[src/rtl/result_ssd_driver_pkg.sv]
// Shared definitions for the result seven-segment display driver.
//
// Contents:
//   state_t       - display mode: BLANK, SHOW (steady) and SHOW_OVF (blinking)
//   SEG_OFF       - segment bus value that leaves every segment dark
//   AN_OFF        - anode bus value that leaves every digit dark
//   SEG_PATTERNS  - hex digit to active-low abcdefg pattern table
//   anode_select  - one-cold anode vector for a digit index
package result_ssd_driver_pkg;

    // Display mode. The encodings are fixed so that other project files
    // can decode the state.
    typedef enum logic [1:0] {
        BLANK    = 2'b00,
        SHOW     = 2'b01,
        SHOW_OVF = 2'b10
    } state_t;

    localparam logic [6:0] SEG_OFF = 7'b1111111;
    localparam logic [3:0] AN_OFF  = 4'b1111;

    // Active-low segment patterns, bit 6 = a down to bit 0 = g.
    // A lit segment is a 0.
    localparam logic [6:0] SEG_PATTERNS [16] = '{
        7'b0000001,  // 0
        7'b1001111,  // 1
        7'b0010010,  // 2
        7'b0000110,  // 3
        7'b1001100,  // 4
        7'b0100100,  // 5
        7'b0100000,  // 6
        7'b0001111,  // 7
        7'b0000000,  // 8
        7'b0000100,  // 9
        7'b0001000,  // A
        7'b1100000,  // b
        7'b0110001,  // C
        7'b1000010,  // d
        7'b0110000,  // E
        7'b0111000   // F
    };

    // Pulls exactly one anode low. Index 0 is the rightmost digit.
    function automatic logic [3:0] anode_select(input logic [1:0] k);
        return ~(4'b0001 << k);
    endfunction

endpackage

[src/rtl/result_ssd_driver_seg7_hex_lut.sv]
// Combinational hex-to-seven-segment decoder.
//
// Ports:
//   nibble - 4-bit hex digit to decode
//   seg    - active-low segment pattern, seg[6] = a ... seg[0] = g
module seg7_hex_lut
    import result_ssd_driver_pkg::*;
(
    input  logic [3:0] nibble,
    output logic [6:0] seg
);

    // Plain table lookup. The patterns are kept in the package so that
    // every display in the project agrees on glyph shapes.
    always_comb begin
        seg = SEG_PATTERNS[nibble];
    end

endmodule

[src/rtl/result_ssd_driver.sv]
// Four-digit multiplexed seven-segment driver for a 16-bit result.
//
// A result is captured on result_valid and shown as four hex digits. The
// digits are scanned from a free-running refresh counter. An overflowed
// result blinks, and clear blanks the display. All outputs are registered
// and all logic runs on the single clock. The counters only act as
// enables.
//
// Ports:
//   clk, rst         - clock (rising edge) and asynchronous active-high reset
//   result           - value to display, nibble [3:0] on the rightmost digit
//   result_valid     - load strobe. Has priority over clear.
//   overflow         - overflow flag captured together with result
//   clear            - synchronous request to blank the display
//   a..g             - active-low segment cathodes
//   an0..an3         - active-low digit anodes, an0 is the rightmost digit
//   showing          - high while the display is in SHOW or SHOW_OVF
module result_ssd_driver
    import result_ssd_driver_pkg::*;
#(
    parameter int REFRESH_BITS = 18,
    parameter int BLINK_BITS   = 26
) (
    input  logic        clk,
    input  logic        rst,
    input  logic [15:0] result,
    input  logic        result_valid,
    input  logic        overflow,
    input  logic        clear,
    output logic        a,
    output logic        b,
    output logic        c,
    output logic        d,
    output logic        e,
    output logic        f,
    output logic        g,
    output logic        an0,
    output logic        an1,
    output logic        an2,
    output logic        an3,
    output logic        showing
);

    state_t                  state;
    state_t                  state_next;
    logic [15:0]             disp_reg;
    logic                    ovf_reg;
    logic [REFRESH_BITS-1:0] refresh_cnt;
    logic [BLINK_BITS-1:0]   blink_cnt;
    logic [1:0]              digit_idx;
    logic [3:0]              nibble;
    logic [6:0]              lut_seg;
    logic                    blink_dark;
    logic [6:0]              seg_next;
    logic [3:0]              an_next;
    logic [6:0]              seg_reg;
    logic [3:0]              an_reg;
    logic                    showing_reg;

    // The top two refresh bits choose the digit. Each digit therefore stays
    // lit for a quarter of the refresh period.
    assign digit_idx = refresh_cnt[REFRESH_BITS-1 -: 2];
    assign nibble    = disp_reg[{digit_idx, 2'b00} +: 4];

    // The dark half of the blink applies only to a captured overflow.
    assign blink_dark = ovf_reg && blink_cnt[BLINK_BITS-1];

    seg7_hex_lut u_lut (
        .nibble (nibble),
        .seg    (lut_seg)
    );

    // Next-state logic and next-output decode. A load wins over clear. The
    // outputs are decoded from the current state and counters, then
    // registered below. Because a single digit index drives the anode
    // vector, at most one anode can be low in any cycle.
    always_comb begin
        state_next = state;
        seg_next   = SEG_OFF;
        an_next    = AN_OFF;

        if (result_valid) begin
            state_next = overflow ? SHOW_OVF : SHOW;
        end else if (clear) begin
            state_next = BLANK;
        end

        case (state)
            SHOW: begin
                seg_next = lut_seg;
                an_next  = anode_select(digit_idx);
            end
            SHOW_OVF: begin
                if (!blink_dark) begin
                    seg_next = lut_seg;
                    an_next  = anode_select(digit_idx);
                end
            end
            default: begin
            end
        endcase
    end

    // State register and captured result. clear changes only the state, so
    // the last result is kept while the display is blank.
    always_ff @(posedge clk or posedge rst) begin
        if (rst) begin
            state    <= BLANK;
            disp_reg <= '0;
            ovf_reg  <= 1'b0;
        end else begin
            state <= state_next;
            if (result_valid) begin
                disp_reg <= result;
                ovf_reg  <= overflow;
            end
        end
    end

    // The refresh counter wraps with no gap. The blink counter restarts on
    // every load, so a new overflow result always begins in its lit phase.
    always_ff @(posedge clk or posedge rst) begin
        if (rst) begin
            refresh_cnt <= '0;
            blink_cnt   <= '0;
        end else begin
            refresh_cnt <= refresh_cnt + 1'b1;
            blink_cnt   <= result_valid ? '0 : blink_cnt + 1'b1;
        end
    end

    // Output registers. Their asynchronous reset blanks the display at the
    // moment rst rises. showing is taken from the next state so that it
    // tracks the state register exactly.
    always_ff @(posedge clk or posedge rst) begin
        if (rst) begin
            seg_reg     <= SEG_OFF;
            an_reg      <= AN_OFF;
            showing_reg <= 1'b0;
        end else begin
            seg_reg     <= seg_next;
            an_reg      <= an_next;
            showing_reg <= (state_next != BLANK);
        end
    end

    assign {a, b, c, d, e, f, g} = seg_reg;
    assign an0     = an_reg[0];
    assign an1     = an_reg[1];
    assign an2     = an_reg[2];
    assign an3     = an_reg[3];
    assign showing = showing_reg;

endmodule

[config.mk]
export PLATFORM = sky130hd
export DESIGN_NAME = result_ssd_driver
export DESIGN_NICKNAME = d
export VERILOG_FILES = /design/src/rtl/result_ssd_driver_pkg.sv /design/src/rtl/result_ssd_driver_seg7_hex_lut.sv /design/src/rtl/result_ssd_driver.sv
export SDC_FILE = /design/constraint.sdc
export NUM_CORES = 1
export LEC_CHECK = 0
export CORE_ASPECT_RATIO = 1.25
export CORE_MARGIN = 2
export CORE_UTILIZATION = 51
export CTS_CLUSTER_SIZE = 16
export DETAILED_ROUTE_END_ITERATION = 8
export GPL_ROUTABILITY_DRIVEN = 0
export HOLD_SLACK_MARGIN = 0.02
export PLACE_DENSITY = 0.75
export SYNTH_ARGS = -nofsm -noshare
export SYNTH_HDL_FRONTEND = slang
export SYNTH_HIERARCHICAL = 1
export SYNTH_SLANG_ARGS = --single-unit
[constraint.sdc]
create_clock -name clk -period 2.5 [get_ports clk]
set_input_delay 0.5 -clock clk [delete_from_list [all_inputs] [get_ports clk]]
set_output_delay 0.5 -clock clk [all_outputs]
set_load 0.005 [all_outputs]
# Word level (Yosys, flattened, before mapping)
# Memory sizes are Yosys's and may differ from the RTL's.
# Cells that the tools add are included.
# word_totals
in_bits	21
memories	1
romBits	112
regBits	75
wordCells	30
output_inout_bits	12
# memory_table
name	words	word_bits	rd	rd_ports_with_merged_regs	wr	line	source
(name not given)	16	7	1	0	0	result_ssd_driver_seg7_hex_lut.sv:16	seg = SEG_PATTERNS[nibble];
# op_classes
n_lt_le_gt_ge	1
add_sub_neg	2
mux	10
eq_ne	2
bitwise_logic	2
reduce_logical	2
shifts	2
# op_table
operator	n
$add 26x1->26 const B	1
$mux 26	1
$mux 7	3
$add 18x1->18 const B	1
$shiftx 16x5->4	1
$pmux 7 s2	1
$pmux 4 s2	1
$mux 2	3
$ge 5x5->1 const B	1
$not 4->5	1
$mux 4	1
$not 4->4	1
$shl 1x2->4 const A	1
$eq 2x1->1 const B	1
$eq 2x2->1 const B	1
$reduce_bool 2->1	1
$logic_and 1x1->1	1

# Longest topological paths before layout
# Gate-level depths: netlist of run 1.
# logic_depth
depth_word	7
depth_mapped	9
depth_no_buf	8

# By module
# The synthesis of run 1 kept the hierarchy.
# modules_own_cells
module	cells_per_inst	seq_area_each_um2	n_inst	area_each_um2
result_ssd_driver	285	1890.6	1	3304.4
seg7_hex_lut	35	0.0	1	247.7

# Worst setup path after synthesis of run 1
# No wires, ideal clock.
# synth_timing
kind	reg-to-reg
from	reg refresh_cnt[16]
to	reg seg_reg[3]
t_required_ns	2.410
stages_incl_launch_ff	9
arrival_ns	2.047
path_buffers	1
setup_ns	0.090
path_slack_ns	0.364
synth_period_minus_slack_ns	2.136
cell_sequence	dfrtp_1 > clkbuf_1 > mux4_2 > ha_1 > or2_2 > a21oi_1 > a31oi_1 > nand2_1 > nand2_1
# synth_via
elab_chain_len	7
# synth_lines
element	line	source
start, declared	result_ssd_driver.sv:48	logic [REFRESH_BITS-1:0] refresh_cnt;
start signal, assigned	result_ssd_driver.sv:127	refresh_cnt <= refresh_cnt + 1'b1;
$shiftx 16x5->4 (*)	result_ssd_driver.sv:63	assign nibble = disp_reg[{digit_idx, 2'b00} +: 4];
named net nibble[0]	result_ssd_driver.sv:51	logic [3:0] nibble;
$not 4->5 (implied by the code) (*)	result_ssd_driver_seg7_hex_lut.sv:16	
$mem_v2 16x7 (*)	n/a	
$mux 7 (implied by the code) (*) (2 in series)	result_ssd_driver_seg7_hex_lut.sv:16	
named net lut_seg[3]	result_ssd_driver.sv:52	logic [6:0] lut_seg;
$mux 7	result_ssd_driver.sv:94	if (!blink_dark) begin
$pmux 7 s2 (*)	result_ssd_driver.sv:88	case (state)
named net seg_next[3]	result_ssd_driver.sv:54	logic [6:0] seg_next;
end signal, assigned	result_ssd_driver.sv:141	seg_reg <= seg_next;
end, declared	result_ssd_driver.sv:56	logic [6:0] seg_reg;
# Mark *: on every way through the listed nets, which the timed path passes. The rest lies on a longest branch. The select of a mux whose other input is x is not followed.
# A chain may end at the register's enable or synchronous reset.

# Worst setup path in the final report of run 1
# Ends and elaborated chain as after synthesis.

==> summary.md, run 1 <==
| Metric | Value |
|---|---|
| Status | finished, final reports clean |
| Layout cell share with drive strength beyond 1 | 0.173 |
| VDD IR max | about 0.00040 V |
| Antenna Nets Post-Route | 0 |
| Pre-CTS setup slack | between 0.3 and 0.4 ns |
| Final Max Slew Viols | 0 |
| CP required | 2.77 ns |
| Leak | around 1.8 nW |
| Vias in the first global route | between 2000 and 2500 |
| CP Max Fanout | 10 |
| Boundary Pins | 33 |
| Data arrival, critical path | between 2 and 2.5 ns |
| Clock Power Share | 0.367 |
| Clock Skew | approximately 0.0097 ns |
| ANT cells | 0 |
| Post-Syn Area per Cell | 11.1 sq um |
| CTS Sinks | 75 |
| Commonest non-fill, non-tap cells in the layout | dfrtp_1, nand2_1, clkdlybuf4s50_1 |
| Ys Warns | 6 |
| GR peak layer | met2 |
| Nets@finish | between 300 and 400 |
| Root Buffer | clkbuf_8 |
| Die area | ~7700 sq um |
| Hold Crit Class | reg -> reg |
| CP Launch Type | register |
| Effective utilization at floorplan | 0.519 |
| Flop pwr share | 0.519 |
| Post-cts hold buffer count | 0 |
| Maximum clock frequency | 463 MHz |
| Critical Path End Type | register |
| Total GRT Usage | 0.181 |
| Min Clock Period, post-route | between 2 and 2.5 ns |
| Max Buffers Root-to-Sink | 2 |
| Post-CTS Setup Repair Bufs | 0 |
| Clock tree from TritonCTS | yes |
| DR pass1 iterations | 4 |
| Distinct cell type count of the synthesized netlist | 41 |
| Total gr overflow | 0 |
| CTS-repair resized insts | 0 |
| Die Height | ~100 microns |
| Max FFs per register | 26 |
| Vias | between 2000 and 2500 |
| Synthesized instance count | 320 |
| Syn Nets | between 300 and 400 |
| GR Layer Usage met1 | 0.216 |
| Worst-Margin Slew | around 0.72 ns |
| H-Tree Level Count | 3 |
| Pwr Total | 0.00255 W |
| Relative slew slack | 0.519 |
| Commonest non-fill, non-tap cell in the layout | dfrtp_1 |
| TNS Setup | 0 ns |
| First-pass GRT wire length | roughly 11000 microns |
| RSZ-0062 raised after global routing | no |
| Tcrit/Tclk final | 0.863 |
| IO Port Bufs | 32 |
| Pwr Density | between 600 and 700 nW/um^2 |
| Async SR Flop Fraction | 1.00 |
| Final worst slack | roughly 0.34 ns |
| Initial antenna violation count | 0 |
| Clk_lat worst skew | 0.36 ns |
| DR WL/cell | ~14 microns |
| Max-Cap Viols | 0 |
| # setup viols final | 0 |
| Final WL | roughly 6200 microns |
| GR Layer Usage met3 | 0.0455 |
| Largest net degree at the start of global routing | 76 |
| WS Path Type | reg -> reg |
| Sw Share | 0.247 |
| Internal Power | 0.00192 W |
| Remaining routing DRC violations | 0 |
| Hpwl dp | about 4300 microns |
| Comb pwr share | 0.114 |
| Area grow syn2layout | 16.8% |
| Row cnt | 34 |
| Met2 Use GR | 0.304 |
| Clock-pin slew on the worst setup and hold paths | approximately 0.08 ns |
| Number of synthesized flops with an enable pin | 0 |
| Total CTS buffers | 9 |
| Vias per std cell | approximately 5.4 |
| Final hold vios | 0 |
| Sw power | 0.000628 W |
| Ys flop type | dfrtp_1 |
| Synth Cell Area | 3550 sq um |
| Die Wd | 78.6 microns |
| Post-synthesis sequential element count | 75 |
| Initial DRC count | roughly 140 |
| Seq/Total Area, Yosys | 0.532 |
| Core box area | slightly below 7000 sq um |
==> final cells by class <==
| cell class | count | area (sq um) |
|---|---|---|
| Timing Repair Buffer | 35 | 355 |
| Sequential cell | 75 | 1890 |
| Clock buffer | 9 | 124 |
| Inverter | 10 | 37.5 |
| Fill cell | 553 | 2700 |
| Tap cell | 90 | 113 |
| Multi-Input combinational cell | 222 | 1550 |
| Clock inverter | 7 | 77.6 |
==> layer usage <==
metal | vias to the layer above | wire (microns)
met5 | - | 0
met2 | 38 | 3220
met1 | 1192 | 2680
met4 | 0 | 121
met3 | 11 | 212
li1 | 1192 | -
==> cell families (layout without fill, tap and decap cells) <==
group           after synthesis  count (layout)  synth area share
fa+ha+maj                    11              11            0.0387
xor+xnor                     26              26            0.0641
compound gates               48              48            0.0775
simple gates                115             115             0.174
mux                          22              22            0.0821
buf+inv                      23              61            0.0310
flops                        75              75             0.532
==> worst max-delay path, cell delays in order (launching register included) <==
cell,delay (ns)
dfrtp_1,0.59
mux4_2,0.63
ha_1,0.24
or2_2,0.29
a21oi_1,0.15
a31oi_1,0.06
nand2_1,0.07
nand2_1,0.05
==> per-stage QoR <==
step | std cells | utilization | hold WS [ns] | area (sq um)
after floorplan | 320 | - | 0.421 | 3550
after global placement | 432 | 0.576 | 0.436 | 3950
after detailed placement | 432 | 0.576 | 0.447 | 3950
after CTS | 448 | 0.606 | 0.460 | 4150
after global routing | 448 | 0.606 | 0.482 | 4150
final | 448 | 0.606 | 0.454 | 4150
==> power groups by stage <==
| stage | clock network (W) | registers (W) | logic, W |
|---|---|---|---|
| 3_5_place_dp | 0 | 0.00135 | 0.000293 |
| 4_1_cts | 0.000955 | 0.00132 | 0.000294 |
| 5_1_grt | 0.00100 | 0.00133 | 0.000326 |
| 3_3_place_gp | 0 | 0.00134 | 0.000284 |
| 6_report | 0.000934 | 0.00132 | 0.000291 |
| 2_1_floorplan | 0 | 0.00134 | 0.000164 |
==> path summary, 6_finish.rpt <==
path                                 start         endpoint  slack [ns]  cells after the start
min in group asynchronous              rst  refresh_cnt[17]        0.54                      3
setup reg to reg           refresh_cnt[16]       seg_reg[3]        0.34                      7
hold / removal              refresh_cnt[0]   refresh_cnt[0]        0.45                      1
hold reg to reg             refresh_cnt[0]   refresh_cnt[0]        0.45                      1
max in group asynchronous              rst        an_reg[0]        1.60                      3
setup / recovery           refresh_cnt[16]       seg_reg[3]        0.34                      7
==> cell usage after synthesis, drive strengths merged, types with 3 or more instances <==
master	n	area [sq um]
o31ai	8	60.1
clkbuf	8	30.0
xor2	16	140
mux2	17	191
nand3	17	90.1
a21oi	15	75.1
nand4	10	83.8
ha	11	138
o21ai	17	85.1
xnor2	10	87.6
nor2b	3	18.8
nor2	17	63.8
mux4	4	90.1
buf	5	42.5
and4	5	48.8
or2	4	25.0
and3	3	18.8
or3	8	50.1
dfrtp	64	1600
inv	10	37.5
dfstp	11	289
or4	7	52.6
nand2	35	131
Power figures use the tool's default switching activity.
==> run 2: changes to the inputs <==
--- a/config.mk
+++ b/config.mk
@@ -6,4 +6,5 @@
 export NUM_CORES = 1
 export LEC_CHECK = 0
+export ABC_CLOCK_PERIOD_IN_PS = 2500
 export CORE_ASPECT_RATIO = 1.25
 export CORE_MARGIN = 2
@@ -14,4 +15,5 @@
 export HOLD_SLACK_MARGIN = 0.02
 export PLACE_DENSITY = 0.75
+export REMOVE_ABC_BUFFERS = 1
 export SYNTH_ARGS = -nofsm -noshare
 export SYNTH_HDL_FRONTEND = slang
==> constraint.sdc (replaced) <==
create_clock -name clk -period 2.5 [get_ports clk]
set_input_delay 0.375 -clock clk [delete_from_list [all_inputs] [get_ports clk]]
set_output_delay 0.375 -clock clk [all_outputs]
set_load 0.005 [all_outputs]
==> run 2 against run 1 <==
Net effect: wire length shrank 2.8%; total power grew 1.2%; die area is the same; setup slack improved by 0.037 ns; first-iteration DRC count increased by 2.9%; clock skew decreased by 0.0036 ns; sequential share of layout area hardly changed; clock-buffer cell count did not move; maximum frequency is 1.8% higher; global-route usage is 0.37 points lower; core utilization hardly changed; largest power group unchanged.
==> summary.md, run 2 (synthesis gave the netlist of run 1 again) <==
| Metric | Value |
|---|---|
| Hold Crit Class | in -> async |
| Die Height | 97.3 microns (unchanged) |
| Finished Core Util | 0.606 (about the same) |
| Post-cts hold buffer count | 0 (unchanged) |
| Relative slew slack | 0.605 (+0.0862) |
| Boundary Pins | 33 (unchanged) |
| Leak | 1.78 nW (about the same) |
| Clock-pin slew on the worst setup and hold paths | 0.09 ns (about the same) |
| WS Path Type | reg -> reg |
| Worst R2R Setup Slack | 0.38 ns (+0.04 ns) |
| Final hold vios | 0 (unchanged) |
| RSZ-0062 raised after global routing | no |
| Post-DP Area | 3940 sq um (-0.13%) |
| Internal Power | 0.00193 W (+0.54%) |
| GR peak layer | met2 |
| Hpwl dp | 4270 microns (-1.9%) |
| CP Launch Type | register |
| Flop pwr share | 0.514 (-0.005) |
| GR Layer Usage met1 | 0.238 (+0.0216) |
| Critical Path End Type | register |
| Worst-Margin Slew | 0.592 ns (-0.126 ns) |
| Total gr overflow | 0 (unchanged) |
| Final WL | 6050 microns (-2.8%) |
| Commonest non-fill, non-tap cells in the layout | dfrtp_1, nand2_1, clkdlybuf4s50_1 |
| TNS Setup | 0 ns (unchanged) |
| Max FFs per register | 26 (unchanged) |
| Min Clock Period, post-route | 2.12 ns (-0.0373 ns) |
| Total GRT Usage | 0.177 (-0.00366) |
| Max Buffers Root-to-Sink | 2 (unchanged) |
| Row cnt | 34 (unchanged) |
| Post-Layout Inst Area | 4150 sq um (about the same) |
| Nets@finish | 385 (unchanged) |
| # setup viols final | 0 (unchanged) |
| Remaining routing DRC violations | 0 (unchanged) |
| Layout cell share with drive strength beyond 1 | 0.176 (+0.00279) |
| Post-CTS Setup Repair Bufs | 0 (unchanged) |
| Comb pwr share | 0.113 (about the same) |
| Initial antenna violation count | 0 (unchanged) |
| First-pass GRT wire length | 10900 microns (unchanged) |
| GR Layer Usage met3 | 0.0316 (-0.0139) |
| Clk_lat worst skew | 0.34 ns (-0.02 ns) |
| Sw Share | 0.252 (+0.00529) |
| Clock Power Share | 0.374 (+0.007) |
| ANT cells | 0 (unchanged) |
| CTS Sinks | 75 (unchanged) |
| Tcrit/Tclk final | 0.848 (-0.0149) |
| Data arrival, critical path | 2.41 ns (about the same) |
| Root Buffer | clkbuf_8 |
| Die area | 7650 sq um (unchanged) |
| Antenna Nets Post-Route | 0 (unchanged) |
| IO Port Bufs | 32 (unchanged) |
| CP required | 2.79 ns (+0.02 ns) |
| Die Wd | 78.6 microns (unchanged) |
| Area grow syn2layout | 16.8% (about the same) |
| H-Tree Level Count | 3 (unchanged) |
| VDD IR max | 0.000320 V (-20%) |
| Maximum clock frequency | 472 MHz (+1.8%) |
| Initial DRC count | 142 (+2.9%) |
| Status | finished, final reports clean |
| Met2 Use GR | 0.282 (-0.0217) |
| Sw power | 0.000650 W (+3.4%) |
| DR WL/cell | 13.5 microns (-2.8%) |
| Vias | 2406 (-1.1%) |
| Max-Cap Viols | 0 (unchanged) |
| R2r endpoint | seg_reg[3] |
| Pwr Total | 0.00258 W (+1.2%) |
| Vias per std cell | 5.37 (-1.1%) |
| Vias in the first global route | 2407 (-3.0%) |
| Largest net degree at the start of global routing | 57 (-25%) |
| DR pass1 iterations | 4 (unchanged) |
| Commonest non-fill, non-tap cell in the layout | dfrtp_1 |
| Core box area | 6850 sq um (unchanged) |
| Total CTS buffers | 9 (unchanged) |
| CP Max Fanout | 10 (unchanged) |
| Pwr Density | 622 nW/um^2 (+1.3%) |
| Clock tree from TritonCTS | yes |
| Clock Skew | 0.00608 ns (-0.00357 ns) |
| Filler cells | 546 (-1.3%) |
| Reg-to-reg startpoint | refresh_cnt[16] |
| R2R depth | 8 (+1) |
| CTS-repair resized insts | 0 (unchanged) |
| Final Max Slew Viols | 0 (unchanged) |
| Effective utilization at floorplan | 0.519 (unchanged) |
[run 2: cell count changes in the layout (fill, tap and decap cells not counted)]
cell	before	now
inv_6	1	4
clkinv_4	3	1
buf_2	0	1
clkdlybuf4s50_1	32	31
clkinv_2	1	0
[run 2: layer usage]
layer,vias to the layer above,part of all wire
met5,-,0
li1,1189,-
met2,32,0.49
met3,7,0.029
met1,1178,0.47
met4,0,0.016
[run 2: power groups by stage]
stage	sequential [W]	combinational (W)	clock (W)
after CTS	0.00133	0.000295	0.000983
after floorplan	0.00134	0.000147	0
after detailed placement	0.00135	0.000293	0
after global placement	0.00135	0.000289	0
final	0.00132	0.000290	0.000964
after global routing	0.00133	0.000327	0.00103
[run 2: worst max path at each step]
stage                               to  depth (start not counted)       startpoint  slack, ns
after floorplan           blink_cnt[0]                          1              rst       0.23
after global placement      seg_reg[3]                          7  refresh_cnt[16]       0.43
after detailed placement    seg_reg[3]                          7  refresh_cnt[16]       0.38
after CTS                   seg_reg[3]                          8  refresh_cnt[16]       0.37
after global routing        seg_reg[3]                          8  refresh_cnt[16]       0.21
final                       seg_reg[3]                          8  refresh_cnt[16]       0.38
[run 2: area by class of cell]
cell class,count,area (sq um),area share
clock buffers,9,124,0.0299
flip-flops and latches,75,1890,0.456
multi-input cells,222,1550,0.374
repair buffers,35,350,0.0845
clock inverters,7,81.3,0.0196
well taps,90,113,0.0271
inverters,10,37.5,0.00905
[run 2: per-stage QoR]
step                hold slack, ns  std cells  setup slack, ns
floorplan                    0.421        307            0.233
global placement             0.452        432            0.428
detailed placement           0.455        432            0.380
CTS                          0.341        448            0.373
global route                 0.376        448            0.215
finish                       0.343        448            0.379
[run 2: worst max-delay path, stage by stage, from the launching register on]
cell,delay [ns]
dfrtp_1,0.60
mux4_2,0.62
inv_1,0.18
ha_1,0.26
nand2_1,0.08
a21oi_1,0.07
a31oi_1,0.14
nand2_1,0.06
nand2_1,0.06
==> run 3: changes to the inputs <==
Settings changed: ABC_CLOCK_PERIOD_IN_PS 2500 to 1800.
Clock period 2.5 ns to 1.8 ns, I/O delays scaled along.
==> run 3 against run 2 <==
Net effect: core utilization rose by 4.8 points; sequential power grew 39%; maximum frequency is 17% higher; register-to-register slack worse by 0.38 ns; the flow now finishes with violations (setup timing); largest cell class unchanged; first-iteration DRC count down 38%; die area is the same; cell count up 4.9%; worst hold slack got worse by 0.10 ns; via count up 6.4%; setup slack got worse by 0.38 ns.
==> summary.md, run 3 (synthesis gave the netlist of run 1 again) <==
| Metric | Value |
|---|---|
| Final worst slack | -0.00508 ns (-0.384 ns) |
| Worst stage delay on the critical path | 0.59 ns (-0.03 ns) |
| DRT met1 WL | 3160 microns (+12%) |
| Boundary Pins | 33 (unchanged) |
| Status | finished, violations left |
| Remaining routing DRC violations | 0 (unchanged) |
| Total GRT Usage | 0.193 (+0.0155) |
| Max FFs per register | 26 (unchanged) |
| Die Wd | 78.6 microns (unchanged) |
| Clock-pin slew on the worst setup and hold paths | 0.08 ns (about the same) |
| CP Max Fanout | 4 (-6) |
| TNS Setup | -0.00578 ns (-0.00578 ns) |
| Total gr overflow | 0 (unchanged) |
| ANT cells | 0 (unchanged) |
| Top cell by count, worst path | nand2_1 |
| Layout cell share with drive strength beyond 1 | 0.279 (+0.103) |
| RSZ-0062 raised after global routing | yes |
| CTS Sinks | 75 (unchanged) |
| Clk_lat worst skew | 0.34 ns (about the same) |
| Data arrival, critical path | 2.08 ns (-0.33 ns) |
| Die area | 7650 sq um (unchanged) |
| Critical Path End Type | register |
| CP Launch Type | register |
| WS Path Type | reg -> reg |
| Wire length on met3 | 216 microns (+25%) |
| Failing checks | setup timing |
| Final WL | 6990 microns (+15%) |
| Nets@finish | 407 (+5.7%) |
| Root Buffer | clkbuf_8 |
| Post-cts hold buffer count | 0 (unchanged) |
| Max-Cap Viols | 0 (unchanged) |
| Row cnt | 34 (unchanged) |
| Hold Slack | 0.240 ns (-0.102 ns) |
| Clock tree from TritonCTS | yes |
| Hpwl dp | 4520 microns (+5.9%) |
| Vias per std cell | 5.45 (+1.4%) |
| CP required | 2.08 ns (-0.71 ns) |
| Initial antenna violation count | 0 (unchanged) |
| Commonest non-fill, non-tap cell in the layout | dfrtp_1 |
| Clock Skew | 0.00728 ns (+0.00119 ns) |
| Final hold vios | 0 (unchanged) |
| DR pass1 iterations | 4 (unchanged) |
| Finished Core Util | 0.653 (+0.0477) |
| Pwr Density | 819 nW/um^2 (+32%) |
| Relative slew slack | 0.642 (+0.0369) |
| Pre-CTS setup slack | -0.141 ns (-0.520 ns) |
| Worst R2R Setup Slack | -0.005 ns (-0.38 ns) |
| Total CTS buffers | 9 (unchanged) |
| Pwr Total | 0.00366 W (+42%) |
| Effective utilization at floorplan | 0.519 (unchanged) |
| Leak | 1.91 nW (+7.5%) |
| Maximum clock frequency | 554 MHz (+17%) |
| DR WL/cell | 14.9 microns (+10%) |
| Hold Crit Class | in -> async |
| Initial DRC count | 88 (-38%) |
| Min Clock Period, post-route | 1.81 ns (-0.316 ns) |
| Crit path cell chain | mux4_2, ha_4, or2_4, a21oi_2, a31oi_1, nand2_1, nand2_1 |
| Final Max Slew Viols | 0 (unchanged) |
| Antenna Nets Post-Route | 0 (unchanged) |
| Worst-Margin Slew | 0.537 ns (-0.0554 ns) |
| IO Port Bufs | 32 (unchanged) |
| Vias | 2560 (+6.4%) |
| Tcrit/Tclk final | 1.00 (+0.155) |
| Largest net degree at the start of global routing | 30 (-47%) |
| WL met2 | 3550 microns (+20%) |
| First-pass GRT wire length | 11700 microns (+7.8%) |
| VDD IR max | 0.000556 V (+74%) |
| DR top layer | met4 |
| Die Height | 97.3 microns (unchanged) |
| Vias in the first global route | 2581 (+7.2%) |
| Slowest-stage cell, CP | mux4_2 |
| Max Buffers Root-to-Sink | 2 (unchanged) |
| Core box area | 6850 sq um (unchanged) |
| Commonest non-fill, non-tap cells in the layout | dfrtp_1, nand2_1, clkdlybuf4s50_1 |
| Area grow syn2layout | 26.0% |
| H-Tree Level Count | 3 (unchanged) |
| # setup viols final | 2 (+2) |
-- run 3: changes by cell type in the layout (fill, tap and decap cells not counted), moves of 4 or more --
cell	previous run	this run
buf_4	2	17
ha_1	11	5
ha_4	0	5
buf_6	0	4
nand2_1	35	31
-- run 3: area by class of cell --
type                            count  area [sq um]
Inverter                           10          42.5
Timing Repair Buffer               55           528
Clock inverter                      7          77.6
Sequential cell                    75          1890
Multi-Input combinational cell    224          1700
Tap cell                           90           113
Fill cell                         496          2370
Clock buffer                        9           124
-- run 3: timing repair --
item	CTS	global route
resized for setup	9	29
cloned	0	2
pin swaps	2	15
endpoints found under the setup margin	7	10
setup buffers	2	5
-- run 3: worst max-delay path: cells and delay by family (launching register included) --
family,cells,cell delay (ns)
muxes,1,0.59
adders and majority gates,1,0.20
DFF,1,0.40
AOI/OAI and AO/OA,2,0.19
and+or+nand+nor,3,0.36
-- run 3: metrics by stage --
stage          cell area, sq um  cells
2_1_floorplan              3480    307
4_1_cts                    4290    463
3_3_place_gp               4050    445
5_1_grt                    4470    470
6_report                   4470    470
3_5_place_dp               4050    445
-- run 3: metal layers --
layer  up-vias  GRT usage
li1       1243          -
met1      1277      0.249
met2        34      0.315
met3         6     0.0502
met4         0     0.0648
met5         -          0
-- run 3: worst paths after layout --
kind,cells after the start,start,end
min in group clk,2,result_valid,blink_cnt[6]
setup reg to reg,7,refresh_cnt[16],seg_reg[3]
hold reg to reg,1,refresh_cnt[0],refresh_cnt[0]
max in group asynchronous,3,rst,refresh_cnt[16]
setup / recovery,7,refresh_cnt[16],seg_reg[3]
hold / removal,2,rst,state[0]
-- run 3: report_power, final --
group          internal, W  switching, W
clock network     0.000649      0.000652
registers          0.00180     0.0000424
logic             0.000281      0.000238
total              0.00273      0.000933
